$ cat src/rtl/inst_decoder_if.sv
// Instruction-fetch and execution handshake between the instruction FIFO, the
// decoder and the PE-array controller.
interface inst_decoder_if #(
  parameter int INST_LEN = 128
);
  logic [INST_LEN-1:0] instruct;
  logic                inst_empty;
  logic                inst_req;
  logic                exec_start;
  logic                exec_done;

  modport master (
    input  instruct,
    input  inst_empty,
    input  exec_done,
    output inst_req,
    output exec_start
  );

  modport slave (
    output instruct,
    output inst_empty,
    output exec_done,
    input  inst_req,
    input  exec_start
  );
endinterface

$ cat src/rtl/inst_decoder.sv
// Pops instruction words from the instruction FIFO, decodes them into registered
// ILC/BSR/PEC/W2C control fields and hands each one to the PE-array controller.
module inst_decoder #(
  parameter int X_MAC      = 4,
  parameter int ADDR_LEN_D = 9,
  parameter int ADDR_LEN_W = 9,
  parameter int INST_LEN   = 128,
  parameter int CNT_W      = 16
) (
  input  logic                        clk,
  input  logic                        rst_n,
  inst_decoder_if.master              bus,
  input  logic                        run_en_i,
  output logic                        busy_o,
  output logic [ADDR_LEN_D*X_MAC-1:0] ilc_st_addr_o,
  output logic                        ilc_ispad_o,
  output logic [8:0]                  ilc_linelen_o,
  output logic [3:0]                  bsr_iszero_o,
  output logic [7:0]                  bsr_buffermux_o,
  output logic                        pec_fromfifo_o,
  output logic                        pec_tofifo_o,
  output logic                        is_w2c_back_o,
  output logic [ADDR_LEN_D*X_MAC-1:0] w2c_st_addr_o,
  output logic [8:0]                  w2c_linelen_o,
  output logic                        w2c_pooled_o,
  output logic                        pooled_type_o,
  output logic [ADDR_LEN_W-1:0]       wb_st_rd_addr_o,
  output logic [3:0]                  w2c_shift_len_o,
  output logic [1:0]                  w2c_valid_mac_o,
  output logic [CNT_W-1:0]            inst_cnt_o,
  output logic [CNT_W-1:0]            skip_cnt_o,
  output logic                        rsv_err_o
);

  localparam int ST_W      = ADDR_LEN_D * X_MAC;
  localparam int ISPAD     = ST_W;
  localparam int LEN_LSB   = ST_W + 1;
  localparam int IZ_LSB    = LEN_LSB + 9;
  localparam int BM_LSB    = IZ_LSB + 4;
  localparam int FROMF     = BM_LSB + 8;
  localparam int TOF       = FROMF + 1;
  localparam int W2CB      = TOF + 1;
  localparam int W2ST_LSB  = W2CB + 1;
  localparam int W2LEN_LSB = W2ST_LSB + ST_W;
  localparam int W2POOL    = W2LEN_LSB + 9;
  localparam int PTYPE     = W2POOL + 1;
  localparam int WB_LSB    = PTYPE + 1;
  localparam int SHL_LSB   = WB_LSB + ADDR_LEN_W;
  localparam int VMAC_LSB  = SHL_LSB + 4;
  localparam int FLD_W     = VMAC_LSB + 2;

  typedef enum logic [2:0] {
    S_IDLE,
    S_FETCH,
    S_LATCH,
    S_ISSUE,
    S_EXEC
  } state_t;

  state_t             state_q;
  logic               inst_req_q;
  logic               exec_start_q;
  logic               busy_q;
  logic               rsv_err_q;
  logic [FLD_W-1:0]   fld_q;
  logic [CNT_W-1:0]   inst_cnt_q;
  logic [CNT_W-1:0]   skip_cnt_q;

  // The word is read in LATCH: the FIFO presents the popped word after the pop edge.
  always_ff @(posedge clk or negedge rst_n) begin
    if (!rst_n) begin
      state_q      <= S_IDLE;
      inst_req_q   <= 1'b0;
      exec_start_q <= 1'b0;
      busy_q       <= 1'b0;
      rsv_err_q    <= 1'b0;
      fld_q        <= '0;
      inst_cnt_q   <= '0;
      skip_cnt_q   <= '0;
    end else begin
      inst_req_q   <= 1'b0;
      exec_start_q <= 1'b0;
      case (state_q)
        S_IDLE: begin
          if (run_en_i && !bus.inst_empty) begin
            state_q    <= S_FETCH;
            inst_req_q <= 1'b1;
            busy_q     <= 1'b1;
          end
        end
        S_FETCH: state_q <= S_LATCH;
        S_LATCH: begin
          fld_q <= bus.instruct[FLD_W-1:0];
          if (|bus.instruct[INST_LEN-1:FLD_W]) rsv_err_q <= 1'b1;
          if (bus.instruct[LEN_LSB+8:LEN_LSB] == 9'd0) begin
            state_q    <= S_IDLE;
            busy_q     <= 1'b0;
            skip_cnt_q <= skip_cnt_q + 1'b1;
          end else begin
            state_q      <= S_ISSUE;
            exec_start_q <= 1'b1;
            inst_cnt_q   <= inst_cnt_q + 1'b1;
          end
        end
        S_ISSUE: state_q <= S_EXEC;
        S_EXEC: begin
          if (bus.exec_done) begin
            state_q <= S_IDLE;
            busy_q  <= 1'b0;
          end
        end
        default: begin
          state_q <= S_IDLE;
          busy_q  <= 1'b0;
        end
      endcase
    end
  end

  assign bus.inst_req   = inst_req_q;
  assign bus.exec_start = exec_start_q;
  assign busy_o         = busy_q;
  assign rsv_err_o      = rsv_err_q;
  assign inst_cnt_o     = inst_cnt_q;
  assign skip_cnt_o     = skip_cnt_q;

  assign ilc_st_addr_o   = fld_q[ST_W-1:0];
  assign ilc_ispad_o     = fld_q[ISPAD];
  assign ilc_linelen_o   = fld_q[LEN_LSB+8:LEN_LSB];
  assign bsr_iszero_o    = fld_q[IZ_LSB+3:IZ_LSB];
  assign bsr_buffermux_o = fld_q[BM_LSB+7:BM_LSB];
  assign pec_fromfifo_o  = fld_q[FROMF];
  assign pec_tofifo_o    = fld_q[TOF];
  assign is_w2c_back_o   = fld_q[W2CB];
  assign w2c_st_addr_o   = fld_q[W2ST_LSB+ST_W-1:W2ST_LSB];
  assign w2c_linelen_o   = fld_q[W2LEN_LSB+8:W2LEN_LSB];
  assign w2c_pooled_o    = fld_q[W2POOL];
  assign pooled_type_o   = fld_q[PTYPE];
  assign wb_st_rd_addr_o = fld_q[WB_LSB+ADDR_LEN_W-1:WB_LSB];
  assign w2c_shift_len_o = fld_q[SHL_LSB+3:SHL_LSB];
  assign w2c_valid_mac_o = fld_q[VMAC_LSB+1:VMAC_LSB];

endmodule

$ cat src/flat_wrapper.sv
// flat-port wrapper written by rule: the top's interface ports become plain ports
module inst_decoder_flat 
#(
  parameter int X_MAC      = 4,
  parameter int ADDR_LEN_D = 9,
  parameter int ADDR_LEN_W = 9,
  parameter int INST_LEN   = 128,
  parameter int CNT_W      = 16
)
  (clk, rst_n, run_en_i, busy_o, ilc_st_addr_o, ilc_ispad_o, ilc_linelen_o, bsr_iszero_o, bsr_buffermux_o, pec_fromfifo_o, pec_tofifo_o, is_w2c_back_o, w2c_st_addr_o, w2c_linelen_o, w2c_pooled_o, pooled_type_o, wb_st_rd_addr_o, w2c_shift_len_o, w2c_valid_mac_o, inst_cnt_o, skip_cnt_o, rsv_err_o, bus_instruct, bus_inst_empty, bus_exec_done, bus_inst_req, bus_exec_start);
  inst_decoder_if #(.INST_LEN(INST_LEN)) bus_i ();
  input  logic clk;
  input  logic rst_n;
  input  logic run_en_i;
  output logic busy_o;
  output logic [ADDR_LEN_D*X_MAC-1:0] ilc_st_addr_o;
  output logic ilc_ispad_o;
  output logic [8:0] ilc_linelen_o;
  output logic [3:0] bsr_iszero_o;
  output logic [7:0] bsr_buffermux_o;
  output logic pec_fromfifo_o;
  output logic pec_tofifo_o;
  output logic is_w2c_back_o;
  output logic [ADDR_LEN_D*X_MAC-1:0] w2c_st_addr_o;
  output logic [8:0] w2c_linelen_o;
  output logic w2c_pooled_o;
  output logic pooled_type_o;
  output logic [ADDR_LEN_W-1:0] wb_st_rd_addr_o;
  output logic [3:0] w2c_shift_len_o;
  output logic [1:0] w2c_valid_mac_o;
  output logic [CNT_W-1:0] inst_cnt_o;
  output logic [CNT_W-1:0] skip_cnt_o;
  output logic rsv_err_o;
  input wire logic [$bits(bus_i.instruct)-1:0] bus_instruct;
  input wire logic [$bits(bus_i.inst_empty)-1:0] bus_inst_empty;
  input wire logic [$bits(bus_i.exec_done)-1:0] bus_exec_done;
  output wire logic [$bits(bus_i.inst_req)-1:0] bus_inst_req;
  output wire logic [$bits(bus_i.exec_start)-1:0] bus_exec_start;
  assign bus_i.instruct = bus_instruct;
  assign bus_i.inst_empty = bus_inst_empty;
  assign bus_i.exec_done = bus_exec_done;
  assign bus_inst_req = bus_i.inst_req;
  assign bus_exec_start = bus_i.exec_start;
  inst_decoder #(.X_MAC(X_MAC), .ADDR_LEN_D(ADDR_LEN_D), .ADDR_LEN_W(ADDR_LEN_W), .INST_LEN(INST_LEN), .CNT_W(CNT_W)) u_core (.clk(clk), .rst_n(rst_n), .bus(bus_i), .run_en_i(run_en_i), .busy_o(busy_o), .ilc_st_addr_o(ilc_st_addr_o), .ilc_ispad_o(ilc_ispad_o), .ilc_linelen_o(ilc_linelen_o), .bsr_iszero_o(bsr_iszero_o), .bsr_buffermux_o(bsr_buffermux_o), .pec_fromfifo_o(pec_fromfifo_o), .pec_tofifo_o(pec_tofifo_o), .is_w2c_back_o(is_w2c_back_o), .w2c_st_addr_o(w2c_st_addr_o), .w2c_linelen_o(w2c_linelen_o), .w2c_pooled_o(w2c_pooled_o), .pooled_type_o(pooled_type_o), .wb_st_rd_addr_o(wb_st_rd_addr_o), .w2c_shift_len_o(w2c_shift_len_o), .w2c_valid_mac_o(w2c_valid_mac_o), .inst_cnt_o(inst_cnt_o), .skip_cnt_o(skip_cnt_o), .rsv_err_o(rsv_err_o));
endmodule
$ cat config.mk
export PLATFORM = sky130hd
export DESIGN_NAME = inst_decoder_flat
export DESIGN_NICKNAME = d
export VERILOG_FILES = /design/src/rtl/inst_decoder_if.sv /design/src/rtl/inst_decoder.sv /design/src/flat_wrapper.sv
export SDC_FILE = /design/constraint.sdc
export NUM_CORES = 1
export LEC_CHECK = 0
export CORE_MARGIN = 2
export CORE_UTILIZATION = 42
export DETAILED_ROUTE_END_ITERATION = 10
export GPL_ROUTABILITY_DRIVEN = 0
export GPL_TIMING_DRIVEN = 0
export PLACE_DENSITY = 0.81
export SLEW_MARGIN = 40
export SYNTH_ARGS = -nofsm -noshare
export SYNTH_HDL_FRONTEND = slang
export SYNTH_SLANG_ARGS = --single-unit
$ cat constraint.sdc
create_clock -name clk -period 1.89 [get_ports clk]
set_input_delay 0.378 -clock clk [delete_from_list [all_inputs] [get_ports clk]]
set_output_delay 0.378 -clock clk [all_outputs]
set_load 0.02 [all_outputs]
Word-level counts from Yosys, hierarchy flattened --
Index checks and enable logic that the tools add are counted.
Storage, ports and cells: bits in registers 162, input port bits 133, output and inout bits 159, word-level logic and storage cells 42
Operators by class: add/subtract/negate cells 2, eq/ne operators 7, multiplexer cells 12, bitwise operators 2, reductions and logical operators 11
Operators with widths (number):
- adder 16 x 1 -> 16 bit, second input constant | 2
- case mux 3 bit (5 select lines) | 1
- zero test 9 bit | 1
- AND reduction 2 bit | 4
- 2-to-1 mux 1 bit | 7
- == test 3 x 2 -> 1 bit, second input constant | 2
- 2-to-1 mux 3 bit | 2
- OR reduction 5 bit | 1
- inequality test 2 x 1 -> 1 bit, second input constant | 2
- case mux 1 bit (4 select lines) | 1
- AND reduction 4 bit | 1
- == test 3 x 1 -> 1 bit, second input constant | 1
- == test 3 bit, second input constant | 1
- zero test 3 bit | 1
- 2-to-1 mux 2 bit | 1
- inequality test 2 bit, second input constant | 1
- inverter 1 bit | 2
- OR reduction 2 bit | 1
- logical AND 1 bit | 1
- zero test 1 bit | 1

Longest topological paths before layout --
depth in word-level cells 4, gate-level depth with buffers 6, depth with buffers taken out 6

Worst setup path before layout --
Ideal clock, no wire load.
path kind reg2reg, from reg u_core.skip_cnt_q[0] (netlist: u_core.skip_cnt_o[0]), to reg u_core.skip_cnt_q[6] (netlist: u_core.skip_cnt_o[6]), setup time 0.129 ns, arrival 1.479 ns, required time 1.761 ns, path slack 0.281 ns, stages on the path, launching flop included 7, buffers on the path 1, clock period less this slack 1.609 ns, cell sequence dfrtp_1 ha_1 nor4bb_1 and4_1 clkbuf_1 nand4_1 xnor2_1
On the way: word-level cells in the longest chain between the ends 1
RTL lines:
- start: declaration | line inst_decoder.sv:67 | logic [CNT_W-1:0] skip_cnt_q;
- start signal: assignment | line inst_decoder.sv:98 | skip_cnt_q <= skip_cnt_q + 1'b1;
- adder 16 x 1 -> 16 bit | line inst_decoder.sv:98
No other way between the ends. A chain may end at the register's enable or synchronous reset.

Worst setup path after layout --
from reg u_core.inst_cnt_q[13] (netlist: u_core.inst_cnt_o[13]), to out inst_cnt_o[13]
RTL lines:
- start: declaration | line inst_decoder.sv:66 | logic [CNT_W-1:0] inst_cnt_q;
- start signal: assignment | line inst_decoder.sv:102 | inst_cnt_q <= inst_cnt_q + 1'b1;
- end: declaration | line flat_wrapper.sv:31 | output logic [CNT_W-1:0] inst_cnt_o;
No word-level cell between the ends.

==> impl_metrics.env <==
export IMPL_max_slew_worst_pin_slew_ns=0.452
export IMPL_initial_antenna_violation_count=0
export IMPL_floorplan_io_pins=292
export IMPL_grt_pass1_wl_um=29900
export IMPL_detail_route_wl_per_cell_um=15.7
export IMPL_die_area_um2=16300
export IMPL_clkSlewWorstSetupHoldPaths_ns=0.06
export IMPL_post_layout_nets=1120
export IMPL_placeableCoreArea_um2=15100
export IMPL_timing_critical_path_max_delay_family="buffers and inverters"
export IMPL_post_synth_xor_area_fraction_pct=4.09
export IMPL_crit_reg2reg_launch="u_core.state_q[0]"
export IMPL_ys_seq_elements=162
export IMPL_syn_instance_count=673
export IMPL_synth_seq_area_share_pct=63.1
export IMPL_r2r_cells=6
export IMPL_start_util_pct=42.6
export IMPL_hold_class="register to register"
export IMPL_critPathLaunchType="register"
export IMPL_achievable_frequency_ghz=0.542
export IMPL_antenna_left=0
export IMPL_post_cts_repair_setup_buffers=0
export IMPL_timing_reg2reg_setup_slack_ns=0.11
export IMPL_grt_pass1_vias=5798
export IMPL_vdd_ir_drop_max_v=0.000888
export IMPL_post_synth_adder_cell_area_pct=0.390
export IMPL_cell_chosen_for_the_clock_root="sky130_fd_sc_hd__clkbuf_16"
export IMPL_yosys_cell_types_count=37
export IMPL_antenna_cells_inserted=0
export IMPL_syn_nets=808
export IMPL_row_count=45
export IMPL_crit_buf_inv=1
export IMPL_globalRouteTotalUtil_pct=23.7
export IMPL_total_power_mw=17.6
export IMPL_dominantRegCellSynth="sky130_fd_sc_hd__dfrtp_1"
export IMPL_place_hpwl_um=13800
export IMPL_tritoncts_num_sinks=162
export IMPL_final_layout_size_suffix_gt1_share_pct=6.41
export IMPL_synth_compound_area_share_pct=0.740
export IMPL_global_route_overflow_total=0
export IMPL_power_leakage_nw=5.06
export IMPL_layout_area_overhead_vs_synth_pct=60.1
export IMPL_die_x_um=128
export IMPL_numCtsBuffers=17
export IMPL_worst_ep_arrival_time_ns=1.47
export IMPL_worst_skew_pair_late_latency_ns=0.42
export IMPL_final_core_utilization_pct=68.2
export IMPL_path_class="register to primary output"
export IMPL_outcome="complete, no violations"
export IMPL_grt_max_degree=75
export IMPL_dr_total_vias=5584
export IMPL_synthSimpleGateAreaFrac_pct=28.7
export IMPL_syn_cell_area_um2=6420
export IMPL_reg2reg_end="u_core.fld_q[50]"
export IMPL_finalSetupViolCount=0
export IMPL_initialDrtViolationCount=297
export IMPL_slew_headroom_pct=69.9
export IMPL_power_density_cell_area_nw_per_um2=1710
export IMPL_cp_slowest_stage_delay_ns=0.65
export IMPL_final_max_slew_violation_count=0
export IMPL_max_cap_violations=0
export IMPL_timing_critical_path_fanout_max=3
export IMPL_cts_tree="done"
export IMPL_finalHoldViolations=0
export IMPL_synth_async_reset_ratio_pct=100
export IMPL_crit_required_ns=1.51
export IMPL_post_drt_via_cell_ratio=4.71
export IMPL_avgSynthCellArea_um2=9.54
export IMPL_cells_on_worst_hold_path=2
export IMPL_timing_critical_path_cells="clkdlybuf4s50_1"
export IMPL_die_height_um=128
export IMPL_port_buffer_count=291
export IMPL_holdPathEnd="u_core.fld_q[33]"
export IMPL_rsz0062_at_grt="yes"
export IMPL_post_route_min_period_ns=1.85
export IMPL_synth_mux_area_share_pct=0.351
export IMPL_route_final_wire_length_um=18600
export IMPL_drtPass1Iterations=6
export IMPL_clk_path_buf_depth=2
export IMPL_hold_start="u_core.fld_q[33]"
export IMPL_drc_errors=0
export IMPL_synth_top_family_by_area="simple AND/OR/NAND/NOR gates"
export IMPL_cts_htree_levels=4
export IMPL_synthesis_yosys_warnings=0
export IMPL_synth_edff_count=0
export IMPL_final_period_utilization_pct=97.7
export IMPL_critical_path_sink_type="primary output"
export IMPL_skew_ns=0.00687
export IMPL_slowest_stage="sky130_fd_sc_hd__clkdlybuf4s50_1"
-- cells in the final DEF, fill, tap and decap left out, types with 10 or more instances in the layout --
cell type,instances
sky130_fd_sc_hd__nand3_1,10
sky130_fd_sc_hd__xnor2_1,16
sky130_fd_sc_hd__buf_2,13
sky130_fd_sc_hd__xor2_1,14
sky130_fd_sc_hd__dfrtp_1,162
sky130_fd_sc_hd__clkbuf_1,14
sky130_fd_sc_hd__dlygate4sd2_1,10
sky130_fd_sc_hd__clkdlybuf4s50_1,272
sky130_fd_sc_hd__clkbuf_16,17
sky130_fd_sc_hd__nand2_1,378
-- what timing repair did --
action / CTS / global route
hold buffers: 1 / 0
pin swaps: 0 / 1
gates resized for setup: 10 / 10
endpoints found under the setup margin: 53 / 18
endpoints found under the hold margin: 44 / 0
-- sequential cells by signal, summed over array words and instances, names as in the netlist --
signal                 flops
u_core.state_q             3
u_core.busy_o              1
u_core.inst_cnt_o         16
u_core.fld_q             123
u_core.skip_cnt_o         16
u_core.rsv_err_o           1
u_core.bus.inst_req        1
u_core.bus.exec_start      1
-- routing by layer --
metal | track usage (%) | up-vias | share of wire (%)
li1 | - | 2718 | -
met1 | 27.3 | 2619 | 39
met2 | 41.1 | 217 | 50
met3 | 8.35 | 30 | 8.3
met4 | 8.27 | 0 | 2.1
met5 | 0 | - | 0
-- kinds of logic (layout without fill, tap and decap cells) --
group,count (synthesis),count (layout)
and+or+nand+nor,437,437
AOI/OAI and AO/OA,7,7
buffers and inverters,33,358
adders and majority gates,2,2
xor gates and xnor gates,30,30
DFF,162,162
muxes,2,2
-- worst max path at each step --
stage	startpoint	endpoint	slack [ns]	cells after the start
6_report	u_core.inst_cnt_o[13]	inst_cnt_o[13]	0.04	1
5_1_grt	u_core.skip_cnt_o[8]	skip_cnt_o[8]	-0.009	1
4_1_cts	bus_instruct[43]	u_core.inst_cnt_o[4]	0.004	7
3_5_place_dp	bus_instruct[43]	u_core.inst_cnt_o[4]	-0.44	7
3_3_place_gp	rst_n	u_core.skip_cnt_o[15]	-6.23	1
2_1_floorplan	u_core.skip_cnt_o[0]	u_core.skip_cnt_o[6]	0.28	6
-- power breakdown --
part           total [mW]  internal, mW  switching [mW]  leakage [nW]
clock                3.65          2.25            1.40         0.297
sequential           5.75          4.91           0.838          2.01
combinational        8.21          3.60            4.62          2.76
-- through the flow --
step | setup TNS (ns) | hold WS (ns) | std cells | cell area [um2] | setup slack, ns
after floorplan | 0 | 0.0824 | 673 | 6420 | 0.281
after global placement | -1015.41 | 0.450 | 1152 | 9570 | -6.23
after detailed placement | -8.58 | 0.304 | 1154 | 9630 | -0.441
after CTS | 0 | 0.448 | 1186 | 10300 | 0.00442
after global routing | -0.0125 | 0.464 | 1186 | 10300 | -0.00901
final | 0 | 0.469 | 1186 | 10300 | 0.0440
-- area by class of cell --
type	count	area, um2
buffer	31	159
clock buffer	20	447
clock inverter	12	179
fill	1194	4810
inverter	1	3.75
multi-input combinational	478	2220
sequential	162	4050
tap	188	235
timing repair buffer	294	2990
-- synth_stat cells, types with 2 or more instances --
cell type / number / area, um2
sky130_fd_sc_hd__nand2_1: 378 / 1420
sky130_fd_sc_hd__dfrtp_1: 162 / 4050
sky130_fd_sc_hd__xnor2_1: 16 / 140
sky130_fd_sc_hd__xor2_1: 14 / 123
sky130_fd_sc_hd__buf_2: 13 / 65.1
sky130_fd_sc_hd__clkbuf_1: 13 / 48.8
sky130_fd_sc_hd__nand3_1: 10 / 50.1
sky130_fd_sc_hd__and3_1: 8 / 50.1
sky130_fd_sc_hd__and4_1: 6 / 52.6
sky130_fd_sc_hd__nor3_1: 6 / 30.0
sky130_fd_sc_hd__buf_4: 5 / 37.5
sky130_fd_sc_hd__nor2_1: 5 / 18.8
sky130_fd_sc_hd__nand2b_1: 4 / 25.0
sky130_fd_sc_hd__nand4_1: 4 / 25.0
sky130_fd_sc_hd__nor3b_2: 3 / 37.5
sky130_fd_sc_hd__and2_1: 2 / 12.5
sky130_fd_sc_hd__ha_1: 2 / 25.0
sky130_fd_sc_hd__mux2_2: 2 / 22.5
sky130_fd_sc_hd__o21ai_0: 2 / 10.0
No activity file was read; power rests on OpenSTA's default activity.
